**config.mk**
```make
export PLATFORM = sky130hd
export DESIGN_NAME = mips_run_ctrl
export DESIGN_NICKNAME = d
export VERILOG_FILES = /design/src/rtl/mips_run_ctrl.sv
export SDC_FILE = /design/constraint.sdc
export NUM_CORES = 1
export LEC_CHECK = 0
export CORE_ASPECT_RATIO = 0.6
export CORE_MARGIN = 2
export CORE_UTILIZATION = 46
export CTS_CLUSTER_SIZE = 12
export DETAILED_ROUTE_END_ITERATION = 8
export GPL_ROUTABILITY_DRIVEN = 0
export HOLD_SLACK_MARGIN = 0.15
export PLACE_DENSITY = 0.8
export SETUP_SLACK_MARGIN = 0.05
export SLEW_MARGIN = 20
export SYNTH_ARGS = -nofsm -noshare
export SYNTH_HDL_FRONTEND = slang
export SYNTH_SLANG_ARGS = --single-unit
```
**constraint.sdc**
```tcl
create_clock -name clk -period 6 [get_ports clk]
set_input_delay 1.8 -clock clk [delete_from_list [all_inputs] [get_ports clk]]
set_output_delay 1.8 -clock clk [all_outputs]
set_load 0.05 [all_outputs]
```
**src/rtl/mips_run_ctrl.sv**
```systemverilog
// Run controller for the single-cycle MIPS core: streams a program into
// instruction memory, resets and runs the core for a bounded budget, then dumps the GPRs.
//
// state    | meaning
// ---------+--------------------------------------------------------
// IDLE     | program loaded or reset; core held in reset
// LOAD     | accepting program words into instruction memory
// RST_HOLD | core reset held for RST_CYCLES cycles after start
// RUN      | core enabled until budget exhausted or halt_in
// DUMP     | core frozen, GPRs streamed out over dump_*
// DONE     | run and dump complete; core frozen, re-run or reload allowed
module mips_run_ctrl #(
  parameter int DATA_W     = 32,
  parameter int IM_DEPTH   = 1024,
  parameter int IM_AW      = 10,
  parameter int NREG       = 32,
  parameter int RA_W       = 5,
  parameter int RST_CYCLES = 2,
  parameter int CNT_W      = 16
) (
  input  logic              clk,
  input  logic              rst,
  input  logic              load_valid,
  input  logic [DATA_W-1:0] load_data,
  input  logic              load_last,
  output logic              load_ready,
  input  logic              start,
  input  logic [CNT_W-1:0]  run_budget,
  input  logic              halt_in,
  output logic              im_we,
  output logic [IM_AW-1:0]  im_addr,
  output logic [DATA_W-1:0] im_wdata,
  output logic              cpu_rst,
  output logic              cpu_en,
  output logic [RA_W-1:0]   reg_raddr,
  input  logic [DATA_W-1:0] reg_rdata,
  output logic              dump_valid,
  output logic [RA_W-1:0]   dump_idx,
  output logic [DATA_W-1:0] dump_data,
  input  logic              dump_ready,
  output logic [CNT_W-1:0]  cycles_used,
  output logic              busy,
  output logic              done
);

  localparam int HW = (RST_CYCLES > 1) ? $clog2(RST_CYCLES) : 1;

  typedef enum logic [2:0] {
    S_IDLE, S_LOAD, S_RST_HOLD, S_RUN, S_DUMP, S_DONE
  } state_t;

  state_t state, state_nx;

  logic [IM_AW:0]   wcnt;
  logic [CNT_W-1:0] budget_left;
  logic [HW-1:0]    hold_cnt;

  logic beat;
  logic start_ok;
  logic wr_full;
  logic run_last;
  logic dump_last;
  logic dump_enter;

  assign beat       = load_valid && load_ready;
  assign start_ok   = start && !beat && (state == S_IDLE || state == S_DONE);
  assign wr_full    = (wcnt >= (IM_AW+1)'(IM_DEPTH));
  assign run_last   = halt_in || (budget_left == CNT_W'(1));
  assign dump_last  = dump_valid && dump_ready && (dump_idx == RA_W'(NREG-1));
  assign dump_enter = (state != S_DUMP) && (state_nx == S_DUMP);

  always_ff @(posedge clk or posedge rst) begin
    if (rst) state <= S_IDLE;
    else     state <= state_nx;
  end

  always_comb begin
    state_nx = state;
    unique case (state)
      S_IDLE, S_DONE: begin
        if (beat)          state_nx = load_last ? S_IDLE : S_LOAD;
        else if (start_ok) state_nx = S_RST_HOLD;
      end
      S_LOAD: begin
        // once memory is full, the producer's final (unaccepted) beat closes the load
        if (beat && load_last)                       state_nx = S_IDLE;
        else if (wr_full && load_valid && load_last) state_nx = S_IDLE;
      end
      S_RST_HOLD: begin
        if (hold_cnt == '0) state_nx = (budget_left == '0) ? S_DUMP : S_RUN;
      end
      S_RUN: begin
        if (run_last) state_nx = S_DUMP;
      end
      S_DUMP: begin
        if (dump_last) state_nx = S_DONE;
      end
      default: state_nx = S_IDLE;
    endcase
  end

  always_comb begin
    load_ready = 1'b0;
    cpu_rst    = 1'b1;
    cpu_en     = 1'b0;
    busy       = 1'b0;
    done       = 1'b0;
    unique case (state)
      S_IDLE: load_ready = !rst;
      S_LOAD: begin
        load_ready = !rst && !wr_full;
        busy       = 1'b1;
      end
      S_RST_HOLD: busy = 1'b1;
      S_RUN: begin
        cpu_rst = 1'b0;
        cpu_en  = 1'b1;
        busy    = 1'b1;
      end
      S_DUMP: begin
        cpu_rst = 1'b0;
        busy    = 1'b1;
      end
      S_DONE: begin
        cpu_rst    = 1'b0;
        done       = 1'b1;
        load_ready = !rst;
      end
      default: ;
    endcase
  end

  // program write port: one registered write per accepted beat
  always_ff @(posedge clk or posedge rst) begin
    if (rst) begin
      wcnt     <= '0;
      im_we    <= 1'b0;
      im_addr  <= '0;
      im_wdata <= '0;
    end else begin
      im_we <= beat;
      if (beat) begin
        im_wdata <= load_data;
        if (state == S_LOAD) begin
          im_addr <= wcnt[IM_AW-1:0];
          wcnt    <= wcnt + (IM_AW+1)'(1);
        end else begin
          im_addr <= '0;
          wcnt    <= (IM_AW+1)'(1);
        end
      end
    end
  end

  // reset-hold and run-budget timers count down to their terminal values
  always_ff @(posedge clk or posedge rst) begin
    if (rst) begin
      budget_left <= '0;
      hold_cnt    <= '0;
      cycles_used <= '0;
    end else begin
      if (start_ok) begin
        budget_left <= run_budget;
        hold_cnt    <= HW'(RST_CYCLES-1);
        cycles_used <= '0;
      end else if (state == S_RST_HOLD) begin
        if (hold_cnt != '0) hold_cnt <= hold_cnt - HW'(1);
      end else if (state == S_RUN) begin
        budget_left <= budget_left - CNT_W'(1);
        if (cycles_used != '1) cycles_used <= cycles_used + CNT_W'(1);
      end
    end
  end

  // reg_raddr runs one index ahead of dump_idx so accepted words stream back to back
  always_ff @(posedge clk or posedge rst) begin
    if (rst) begin
      reg_raddr  <= '0;
      dump_valid <= 1'b0;
      dump_idx   <= '0;
      dump_data  <= '0;
    end else if (dump_enter) begin
      reg_raddr  <= '0;
      dump_valid <= 1'b0;
    end else if (state == S_DUMP && (!dump_valid || dump_ready)) begin
      if (dump_last) begin
        dump_valid <= 1'b0;
      end else begin
        dump_valid <= 1'b1;
        dump_idx   <= reg_raddr;
        dump_data  <= reg_rdata;
        reg_raddr  <= reg_raddr + RA_W'(1);
      end
    end
  end

endmodule

```
==> results_dict.tcl, run 1 <==
set metrics [dict create \
    status "finished, final reports clean" \
    hp-class "reg -> reg" \
    drt_iter0_markers 307 \
    area_growth_pct 45.3 \
    synth.yosys.seq_area_share 0.564 \
    antenna_found_initial 0 \
    core_area_sq_um 12300 \
    drcViolationCount 0 \
    synth-xor-area-share 0.0460 \
    synthAdderAreaFrac 0.0127 \
    slew_violations 0 \
    post_cts_resized 0 \
    setup_viol 0 \
    grt_util_all_layers 0.238 \
    finalNetCount 867 \
    fin_worst_skew_ns 0.0118 \
    rsz0062_at_grt "no" \
    top_layer "met4" \
    ys.flop_type "dfrtp_1" \
    grt_overflow 0 \
    crit_end "load_ready" \
    drive_gt1_frac 0.108 \
    path_class "in -> out" \
    cts_root_buffer "clkbuf_16" \
    antenna_cells 0 \
    wl_per_cell_microns 16.5 \
    cts_tree "done" \
    rr_worst_depth 6 \
    die_h_microns 91.8 \
    m1WireLength_microns 6770 \
    rows 31 \
    p_leak_nw 3.78 \
    ios 194 \
    dp_worst_setup_slack_ns 0.587 \
    wl_met2_microns 7490 \
    r2r-start "state[2]" \
    reg2reg_to "wcnt[6]" \
    synth_fp_nets 676 \
    vias 5027 \
    avgViaCountPerCell 5.28 \
    dieArea_sq_um 13800 \
    period_needed_ns 5.45 \
    max_slew_margin 0.322 \
    start_util 0.480 \
    critPathMaxFanout 4 \
    required_ns 4.20 \
    yosys.area.top_type_share 0.564 \
    syn_area_sq_um 5900 \
    dp_hpwl_microns 11200 \
    drv_cap 0 \
    synthMuxAreaShare 0.0737 \
    critPathLaunch "rst" \
    cts_hold_buf 0 \
    cts_made_buffers 17 \
    io_buffers 193 \
    grt_max_degree 87 \
    clk_latency_ns 0.41 \
    first_pass_iters 5 \
    hold_viol_final 0 \
    max_freq_ghz 0.184 \
    finalCritPeriodShare 0.908 \
    synth_common_cells "154 x nand2_1, 133 x dfrtp_1, 36 x mux2_2" \
    cts_max_level 4 \
    syn_area_per_cell_sq_um 10.1 \
    async_flop_share 1.00 \
    ir_drop_uv 413 \
    tightest_slew_ns 1.01 \
    synth_seq_cells 133 \
    synth-simple-area-share 0.207 \
    cts_buffer_depth 2 \
    pwr_density_cell_nw_per_um2 558 \
    post_cts_buffers 0 \
    synth_area_leader_cell "dfrtp_1" \
    setup_tns_ns 0 \
    worstSetupEndpointType "output port" \
    synth_edf_count 0 \
    die_w_microns 150 \
    dr_wl_met3_microns 1290 \
    routed_wl_microns 15700 \
    yosys.cell_count.top_type "nand2_1" \
    grt_pass1_wl_microns 25800 \
    ys.warnings.count 0 \
    syn_inst 583 \
    synth_top_cells_by_area "dfrtp_1 56%, nand2_1 9.8%, mux2_2 6.9%" \
    cp.arrival_ns 3.65 \
    hold_depth 2 \
    cts.clk_slew.worst_paths_ns 0.06 \
    fin_ws_ns 0.554 \
    start_kind "input pin" \
    clock-sinks 133 \
    synth_top_family_by_area "simple AND/OR/NAND/NOR gates" \
    rrSetupSlack_ns 3.31 \
    first_global_vias 5227 \
    synth_compound_area_frac 0.0708 \
    ant_nets 0 \
    synth_cell_type_count 51 \
]
[critical path, stage by stage]
cell and delay [ns]:
clkdlybuf4s50_1 0.53, nor4_1 0.43, clkdlybuf4s50_1 0.88
[routing by layer]
| layer | vias up | global-route usage |
|---|---|---|
| li1 | 2361 | - |
| met1 | 2465 | 0.303 |
| met2 | 182 | 0.385 |
| met3 | 19 | 0.0905 |
| met4 | 0 | 0.0605 |
| met5 | - | 0 |
[cell type report]
type	count	area, sq um
Inverter	11	46.3
Clock buffer	19	443
Clock inverter	13	149
Timing Repair Buffer	198	1970
Tap cell	165	206
Multi-Input combinational cell	413	2430
Sequential cell	133	3330
Fill cell	887	3720
[placed cells by master, fill, tap and decap left out, types with 5 or more instances in the layout]
cell,instances
nand2_1,154
o21ai_0,23
and3_1,8
ha_1,6
mux2_2,36
a21oi_1,13
o21ai_1,8
nand3_1,22
buf_4,5
clkbuf_16,17
nor3_1,8
xor2_1,15
inv_1,8
nor2b_1,5
nor2_1,35
a31oi_1,6
xnor2_1,16
clkdlybuf4s50_1,193
nand4_1,10
nor4_1,5
dfrtp_1,133
[how the worst min path moves through the flow]
stage                       startpoint      endpoint  slack (ns)
after global routing      im_wdata[23]  im_wdata[23]        0.50
after detailed placement    im_addr[5]    im_addr[5]        0.46
after floorplan               hold_cnt      hold_cnt        0.47
after global placement      im_addr[2]    im_addr[2]        0.45
final                       im_addr[5]    im_addr[5]        0.47
after CTS                   im_addr[5]    im_addr[5]        0.47
[where the power goes]
| part | switching [mW] | internal, mW |
|---|---|---|
| Clock | 0.411 | 0.629 |
| Combinational | 1.48 | 0.789 |
| Sequential | 0.258 | 1.22 |
| Total | 2.15 | 2.64 |
[registers in the layout (all words and copies together) (netlist names)]
register and count:
budget_left 16, cycles_used 16, dump_data 32, dump_idx 5, dump_valid 1, hold_cnt 1, im_addr 10, im_wdata 32
im_we 1, reg_raddr 5, state 3, wcnt 11
[cell families (layout without fill, tap and decap cells)]
family / count (synthesis) / count (layout)
xor+xnor: 31 / 31
fa+ha+maj: 6 / 6
compound gates: 67 / 67
buf+inv: 37 / 241
mux: 39 / 39
simple gates: 270 / 270
flops: 133 / 133
[through the flow]
stage	utilization	instances	instance area, sq um	power [mW]	hold WS (ns)
after floorplan	-	583	5900	2.95	0.467
after global placement	0.649	920	7980	3.69	0.451
after detailed placement	0.649	920	7980	3.75	0.461
after CTS	0.697	952	8570	4.82	0.474
after global routing	0.698	952	8580	5.02	0.499
final	0.698	952	8580	4.79	0.471
Note: power is estimated with default switching activity, not from simulation.
==> run 2: changes to the inputs <==
- CORE_MARGIN: 2 -> 3
==> run 2 against run 1 <==
  * Global-route usage fell by 0.90 points
  * Wire length rose by 2.1%
  * Largest power group unchanged
  * Hold slack got worse by 0.0015 ns
  * Clock skew barely moved
  * First-iteration DRC count rose by 11%
  * Via count fell by 1.1%
  * Power rose by 2.7%
  * Sequential power barely moved
  * Die area rose by 3.5%
  * Clock power rose by 13%
  * Sequential cell count did not move
  * Setup slack improved by 0.086 ns
==> results_dict.tcl, run 2 (synthesized netlist as in run 1, its figures left out) <==
set metrics [dict create \
    fin_ws_ns 0.640 \
    dpl_cell_area_sq_um 7980 \
    area_growth_pct 46.5 \
    cts_made_buffers 17 \
    ir_drop_uv 417 \
    cp.arrival_ns 3.56 \
    reg2reg_to "wcnt[6]" \
    io_buffers 193 \
    drt_iter0_markers 340 \
    rr_worst_depth 6 \
    r2r-start "state[2]" \
    p_leak_nw 3.82 \
    max_slew_margin 0.358 \
    die_h_microns 93.8 \
    clk_latency_ns 0.41 \
    vias 4973 \
    start_kind "input pin" \
    grt_max_degree 79 \
    dieArea_sq_um 14300 \
    layout_common_cells "193 x clkdlybuf4s50_1, 154 x nand2_1, 133 x dfrtp_1" \
    ant_nets 0 \
    rows 31 \
    combPwrFrac 0.461 \
    first_pass_iters 4 \
    tightest_slew_ns 0.963 \
    antenna_found_initial 0 \
    dp_hpwl_microns 11700 \
    cts_tree "done" \
    final_common_cell "clkdlybuf4s50_1" \
    dp_worst_setup_slack_ns 0.635 \
    reg_top3 "dump_data: 32 flops, im_wdata: 32 flops" \
    routed_wl_microns 16100 \
    rsz0062_at_grt "no" \
    pwr_density_cell_nw_per_um2 569 \
    power_frac_seq 0.300 \
    hold_viol_final 0 \
    status "finished, final reports clean" \
    fin_area_sq_um 8650 \
    clock-sinks 133 \
    cts_hold_buf 0 \
    finalNetCount 867 \
    avgViaCountPerCell 5.22 \
    p_sw_mw 2.13 \
    setup_tns_ns 0 \
    post_cts_resized 0 \
    required_ns 4.20 \
    finalCritPeriodShare 0.893 \
    path_class "in -> out" \
    fin_worst_skew_ns 0.0123 \
    grt_overflow 0 \
    hp-class "reg -> reg" \
    drive_gt1_frac 0.105 \
    rrSetupSlack_ns 3.32 \
    start_util 0.480 \
    drv_cap 0 \
    hold_start "im_wdata[5]" \
    first_global_vias 5171 \
    cts.clk_slew.worst_paths_ns 0.06 \
    grt_pass1_wl_microns 26300 \
    critPathMaxFanout 4 \
    antenna_cells 0 \
    slew_violations 0 \
    drcViolationCount 0 \
    period_needed_ns 5.36 \
    intPower_mw 2.79 \
    grt_util_all_layers 0.229 \
    core_area_sq_um 12300 \
    pwr-share-clk 0.238 \
    hold_depth 2 \
    min_to "im_wdata[5]" \
    worstSetupEndpointType "output port" \
    cts_root_buffer "clkbuf_16" \
    cts_buffer_depth 2 \
    ios 194 \
    setup_viol 0 \
    post_cts_buffers 0 \
    final.hold.worst_slack_ns 0.470 \
    cts_max_level 4 \
    die_w_microns 152 \
    wl_per_cell_microns 16.9 \
    max_freq_ghz 0.187 \
    switching_share 0.432 \
]
[run 2: cell count changes in the layout (fill, tap and decap cells not counted), sizes merged]
| cell | before | now |
|---|---|---|
| bufinv | 2 | 6 |
| clkbuf | 19 | 20 |
| clkinvlp | 3 | 1 |
| inv | 14 | 11 |
[run 2: worst max-delay path: stages]
cell,delay (ns)
clkdlybuf4s50_1,0.49
nor4_1,0.39
clkdlybuf4s50_1,0.87
[run 2: worst max-delay path by stage]
| stage | startpoint | to |
|---|---|---|
| 2_1_floorplan | rst | budget_left[0] |
| 3_3_place_gp | rst | load_ready |
| 3_5_place_dp | rst | load_ready |
| 4_1_cts | rst | load_ready |
| 5_1_grt | rst | load_ready |
| 6_report | rst | load_ready |
[run 2: stage by stage]
stage,power [mW],cells,util
after detailed placement,3.76,920,0.649
after global routing,5.15,952,0.703
final,4.92,952,0.703
after global placement,3.70,920,0.649
after floorplan,2.95,583,-
after CTS,4.95,952,0.703
[run 2: power groups by stage]
stage                     clock, mW  sequential [mW]  combinational [mW]
after global routing           1.23             1.52                2.41
after detailed placement          0             1.48                2.28
after CTS                      1.19             1.48                2.29
after floorplan                   0             2.29               0.662
after global placement            0             1.46                2.24
final                          1.17             1.48                2.27
[run 2: layer usage]
metal,track usage,wire (microns),part of all wire,vias to the layer above
met1,0.284,6890,0.43,2457
met3,0.0842,1180,0.074,18
met2,0.383,7830,0.49,140
met4,0.0643,179,0.011,0
met5,0,0,0,-
li1,-,-,-,2358
[run 2: area by class of cell]
type                            instances  area [sq um]
Inverter                               11          43.8
Multi-Input combinational cell        413          2430
Fill cell                             881          3650
Clock buffer                           20           437
Clock inverter                         12           228
Timing Repair Buffer                  198          1970
Sequential cell                       133          3330
Tap cell                              165           206
